## src/rtl/mem_arb_pkg.sv

```systemverilog
// Shared definitions for the fetch/data memory port arbiter.
// State encoding and timeout defaults live here so every unit agrees.
package mem_arb_pkg;

  typedef enum logic [1:0] {
    IDLE    = 2'b00,
    SERVE_I = 2'b01,
    SERVE_D = 2'b10
  } arb_state_e;

  localparam int unsigned TIMEOUT_DEF = 15;
  localparam int unsigned CNT_W       = 8;

endpackage

```

## src/rtl/arb_wait_counter.sv

```systemverilog
// Serve-cycle counter; hit_o flags the last allowed serve cycle.
// Counts from 0 on the first serve cycle, so hit occurs on cycle LIMIT.
module arb_wait_counter
  import mem_arb_pkg::*;
#(
  parameter int unsigned LIMIT = TIMEOUT_DEF
) (
  input  logic clk,
  input  logic rst,
  input  logic clear_i,
  input  logic en_i,
  output logic hit_o
);

  localparam logic [CNT_W-1:0] LAST = CNT_W'(LIMIT - 1);

  logic [CNT_W-1:0] cnt_q;
  logic [CNT_W-1:0] cnt_d;

  always_comb begin
    cnt_d = cnt_q;
    if (clear_i) begin
      cnt_d = '0;
    end else if (en_i && (cnt_q != LAST)) begin
      cnt_d = cnt_q + 1'b1;
    end
  end

  always_ff @(posedge clk) begin
    if (rst) begin
      cnt_q <= '0;
    end else begin
      cnt_q <= cnt_d;
    end
  end

  assign hit_o = en_i && (cnt_q == LAST);

endmodule

```

## src/rtl/mem_port_arbiter.sv

```systemverilog
// Round-robin arbiter sharing one memory port between fetch and data.
// All port-side and requester-side outputs are registered.
module mem_port_arbiter
  import mem_arb_pkg::*;
#(
  parameter int unsigned ADDR_W  = 16,
  parameter int unsigned DATA_W  = 16,
  parameter int unsigned TIMEOUT = TIMEOUT_DEF
) (
  input  logic              clk,
  input  logic              rst,
  input  logic              i_req,
  input  logic [ADDR_W-1:0] i_addr,
  output logic [DATA_W-1:0] i_rdata,
  output logic              i_done,
  input  logic              d_req,
  input  logic              d_we,
  input  logic [ADDR_W-1:0] d_addr,
  input  logic [DATA_W-1:0] d_wdata,
  output logic [DATA_W-1:0] d_rdata,
  output logic              d_done,
  output logic              mem_en,
  output logic              mem_we,
  output logic [ADDR_W-1:0] mem_addr,
  output logic [DATA_W-1:0] mem_wdata,
  input  logic [DATA_W-1:0] mem_rdata,
  input  logic              mem_ready,
  output logic              sel,
  output logic              err
);

  arb_state_e state_q, state_d;

  logic              en_q, en_d;
  logic              we_q, we_d;
  logic [ADDR_W-1:0] addr_q, addr_d;
  logic [DATA_W-1:0] wdata_q, wdata_d;
  logic              sel_q, sel_d;
  logic              last_data_q, last_data_d;
  logic              i_done_q, i_done_d;
  logic              d_done_q, d_done_d;
  logic              err_q, err_d;
  logic [DATA_W-1:0] i_rdata_q, i_rdata_d;
  logic [DATA_W-1:0] d_rdata_q, d_rdata_d;

  logic serving;
  logic hit;
  logic gnt_i;
  logic gnt_d;
  logic finish;

  assign serving = (state_q != IDLE);

  arb_wait_counter #(
    .LIMIT (TIMEOUT)
  ) u_wait (
    .clk     (clk),
    .rst     (rst),
    .clear_i (!serving),
    .en_i    (serving),
    .hit_o   (hit)
  );

  // Fetch wins a tie unless it was the last one served.
  assign gnt_i  = i_req && (!d_req || last_data_q);
  assign gnt_d  = d_req && !gnt_i;
  assign finish = mem_ready || hit;

  always_comb begin
    state_d     = state_q;
    en_d        = en_q;
    we_d        = we_q;
    addr_d      = addr_q;
    wdata_d     = wdata_q;
    sel_d       = sel_q;
    last_data_d = last_data_q;
    i_done_d    = 1'b0;
    d_done_d    = 1'b0;
    err_d       = 1'b0;
    i_rdata_d   = i_rdata_q;
    d_rdata_d   = d_rdata_q;

    unique case (state_q)
      IDLE: begin
        if (gnt_i) begin
          state_d = SERVE_I;
          en_d    = 1'b1;
          we_d    = 1'b0;
          addr_d  = i_addr;
          sel_d   = 1'b1;
        end else if (gnt_d) begin
          state_d = SERVE_D;
          en_d    = 1'b1;
          we_d    = d_we;
          addr_d  = d_addr;
          wdata_d = d_wdata;
          sel_d   = 1'b0;
        end
      end
      SERVE_I: begin
        if (finish) begin
          state_d     = IDLE;
          en_d        = 1'b0;
          we_d        = 1'b0;
          last_data_d = 1'b0;
          i_done_d    = 1'b1;
          err_d       = !mem_ready;
          i_rdata_d   = mem_ready ? mem_rdata : '0;
        end
      end
      SERVE_D: begin
        if (finish) begin
          state_d     = IDLE;
          en_d        = 1'b0;
          we_d        = 1'b0;
          last_data_d = 1'b1;
          d_done_d    = 1'b1;
          err_d       = !mem_ready;
          d_rdata_d   = mem_ready ? mem_rdata : '0;
        end
      end
      default: begin
        state_d = IDLE;
        en_d    = 1'b0;
        we_d    = 1'b0;
      end
    endcase
  end

  always_ff @(posedge clk) begin
    if (rst) begin
      state_q     <= IDLE;
      en_q        <= 1'b0;
      we_q        <= 1'b0;
      addr_q      <= '0;
      wdata_q     <= '0;
      sel_q       <= 1'b1;
      last_data_q <= 1'b1;
      i_done_q    <= 1'b0;
      d_done_q    <= 1'b0;
      err_q       <= 1'b0;
      i_rdata_q   <= '0;
      d_rdata_q   <= '0;
    end else begin
      state_q     <= state_d;
      en_q        <= en_d;
      we_q        <= we_d;
      addr_q      <= addr_d;
      wdata_q     <= wdata_d;
      sel_q       <= sel_d;
      last_data_q <= last_data_d;
      i_done_q    <= i_done_d;
      d_done_q    <= d_done_d;
      err_q       <= err_d;
      i_rdata_q   <= i_rdata_d;
      d_rdata_q   <= d_rdata_d;
    end
  end

  assign mem_en    = en_q;
  assign mem_we    = we_q;
  assign mem_addr  = addr_q;
  assign mem_wdata = wdata_q;
  assign sel       = sel_q;
  assign i_done    = i_done_q;
  assign d_done    = d_done_q;
  assign err       = err_q;
  assign i_rdata   = i_rdata_q;
  assign d_rdata   = d_rdata_q;

endmodule

```

## config.mk

```make
export PLATFORM = sky130hd
export DESIGN_NAME = mem_port_arbiter
export DESIGN_NICKNAME = d
export VERILOG_FILES = /design/src/rtl/mem_arb_pkg.sv /design/src/rtl/arb_wait_counter.sv /design/src/rtl/mem_port_arbiter.sv
export SDC_FILE = /design/constraint.sdc
export NUM_CORES = 1
export LEC_CHECK = 0
export CORE_MARGIN = 1
export CORE_UTILIZATION = 65
export DETAILED_ROUTE_END_ITERATION = 7
export DONT_BUFFER_PORTS = 1
export GPL_TIMING_DRIVEN = 0
export PLACE_DENSITY_LB_ADDON = 0.05
export SLEW_MARGIN = 30
export SYNTH_ARGS = -nofsm -noshare
export SYNTH_HDL_FRONTEND = slang
export SYNTH_SLANG_ARGS = --single-unit
```

## constraint.sdc

```tcl
create_clock -name clk -period 3.25 [get_ports clk]
set_input_delay 0.65 -clock clk [delete_from_list [all_inputs] [get_ports clk]]
set_output_delay 0.65 -clock clk [all_outputs]
set_load 0.02 [all_outputs]
```

==> results.md <==
* Outcome: finished clean
* CTS Buf Count at 9
* Max-Cap Viols at 0
* CTS tree: built
* Register area share after synthesis at 45.54%
* P_sw at 0.7830 mW
* Worst Setup End Kind: register
* Worst Path Required at 3500 ps
* FMAX at 0.5212 GHz
* Total wire length at 9.208 mm
* Post-cts sizing count at 0
* Clk pwr share at 32.0%
* Port-buffer cells at 0
* WHS at 436.8 ps
* GRT Util Overall at 32.23%
* Crit path time final at 1919 ps
* Post-synthesis simple-gate area fraction at 16.41%
* Net Sw Frac at around a third
* Total Power at 2.429 mW
* Largest family of logic cells by synthesized area: compound AO/OA/AOI/OAI gates
* # setup viols final at 0
* DRC viols at 0
* Clk_lat worst skew at around 350 ps
* Dpl hpwl at 6.388 mm
* Seq pwr share at 51.0%
* Via density at approximately 6.8
* Synth Register Bits at 81
* Final period utilization at 59.04%
* Clk buf depth at 2
* Worst path arrival time at approximately 2200 ps
* DIE HEIGHT at 76.02 µm
* Gpl congestion at around 0.82
* # H-tree levels at 3
* PwrDens at around 630 nW/µm²
* Util after Layout at 74.23%
* Largest net degree at the start of global routing at 14
* Nets@finish at 484
* Total grt overflow at 0
* Antenna-violating nets left at 0
* Most common cell after layout, fill and taps aside: dfxtp_1
* Internal at 1.646 mW
* Post-CTS Setup Inserts at 0
* Clk root buf: clkbuf_8
* Slew Limit Fails at 0
* Via Count at about 3,300
* Area of the die at 5778 µm²
* Most common flop cell mapped by yosys: dfxtp_1
* Worst-margin pin slew at around 570 ps
* Layout cells sized above 1 at 9.662%
* Top-level I/O count at 140
* Initial detailed-routing violation count at 205
* FILL cells at 395
* Vias in the first global route at 3,061
* Mapped Nets at approximately 470
* Max-slew headroom at 61.82%
* Clk slew on worst S/H paths at 80 ps
* Hold Path Class: in2reg
* Post-synth EDFFs at 0
* Antenna fix cells at 0
* Area delta synth->final at 8.503%
* Avg Cell Area, Syn at 8.947 µm²
* RSZ-0062 raised after global routing: false
* Adder-Cell Fraction of Synth Area at 1.757%
* Library cells used by synthesis at 42
* VDD IR max at 371.5 µV
* Pleak at roughly 1.3 nW
* Xor-xnor portion of the synthesized cell area at 0%
* Synth Area in Compound Gates at 30.29%
* Startpoint types: register
* # rows at 26
* Comb power frac at 17.1%
* Mapped Cells at 398
* Wirelength per Cell at 19.02 µm
* Fin area at 3864 µm²
* Drt pass-1 iters at 5
* Asr flop ratio synth at 0%
* Die Wd at 76.02 µm
* Fin. Hold Viols at 0
* Clk_skew at between 4 and 5 ps
* Hold buffers post-CTS at 0
* Core ar. at between 5000 and 6000 µm²
* Area after DPL at 3649 µm²
* CP max FO at 10
* Starting Density at 68.41%
* Synthesized area at 3561 µm²
* CTS Sinks at 81
* Commonest non-fill, non-tap cells in the layout: dfxtp_1, a21oi_1, a311oi_1
* Initial antenna violation count at 0
* Crit Path Category: reg2reg
* First-pass GRT wire length at 14.93 mm
* Yosys warns at 0
* Mux cell area share after synthesis at 0%
* Post-Route Setup TNS at 0 ps
## layout make-up
| class | instances | area, µm² | area share [%] |
|---|---|---|---|
| multi-input cells | 272 | 1725 | 44.66 |
| flip-flops and latches | 81 | 1622 | 41.97 |
| clock inverters | 4 | 50.05 | 1.295 |
| plain buffers | 39 | 191.4 | 4.955 |
| inverters | 6 | 22.52 | 0.5829 |
| well taps | 70 | 87.58 | 2.267 |
| clock buffers | 12 | 165.2 | 4.275 |
## final timing paths
kind	start	end	slack [ps]	cells past startpoint
max reg2reg	state_q[0]	d_rdata[7]	1330	8
min	d_wdata[10]	mem_wdata[10]	440	2
max	state_q[0]	d_rdata[7]	1330	8
min reg2reg	u_wait.cnt_q[3]	u_wait.cnt_q[3]	520	1
## Yosys cell counts, drive strengths merged (3+ instances only)
library cell	instances	share of area, %
and2	4	0.70
ha	5	1.8
inv	6	0.63
buf	16	2.9
dfxtp	81	46
clkbuf	23	2.5
nor2	18	1.9
nand3b	17	3.6
a311oi	48	12
a31oi	6	1.1
nand2	23	2.4
or3	3	0.53
nand3	19	2.7
o21ai	36	5.1
o211ai	8	1.7
a21oi	54	7.6
## critical path, cell delays in order (launching register included)
cell,delay (ps)
dfxtp_1,350
inv_1,90
ha_1,150
buf_2,240
and2_1,160
clkbuf_2,190
buf_2,260
a21oi_1,100
a311oi_1,270
## sequential cells by signal (all words and copies together), names as in the netlist
| name | flops |
|---|---|
| d_done | 1 |
| mem_wdata | 16 |
| sel | 1 |
| err | 1 |
| mem_en | 1 |
| last_data_q | 1 |
| u_wait.cnt_q | 8 |
| mem_we | 1 |
| state_q | 2 |
| mem_addr | 16 |
| d_rdata | 16 |
| i_done | 1 |
| i_rdata | 16 |
## metrics by stage
step	std cells	setup slack [ps]
3_3_place_gp	468	1467
2_1_floorplan	398	1629
6_report	484	1331
3_5_place_dp	468	1414
4_1_cts	484	1342
5_1_grt	484	1192
## cells by family after synthesis
kind of cell    count (synthesis)
flops                          81
simple gates                  104
fa+ha+maj                       5
compound gates                163
buf+inv                        45
## per-layer routing
| metal | global-route usage, % | vias to the layer above | share of wire [%] |
|---|---|---|---|
| li1 | - | 1539 | - |
| met1 | 40.83 | 1558 | 41 |
| met2 | 51.18 | 178 | 47 |
| met3 | 9.581 | 18 | 10 |
| met4 | 13.85 | 0 | 2.1 |
| met5 | 0 | - | 0 |
## power groups by stage
stage / sequential [mW] / combinational, mW / clock [mW]
floorplan: 1.24 / 0.317 / 0
global placement: 1.26 / 0.391 / 0
detailed placement: 1.26 / 0.404 / 0
CTS: 1.24 / 0.409 / 0.781
global route: 1.25 / 0.465 / 0.827
finish: 1.24 / 0.414 / 0.776
Power figures use the tool's default switching activity.
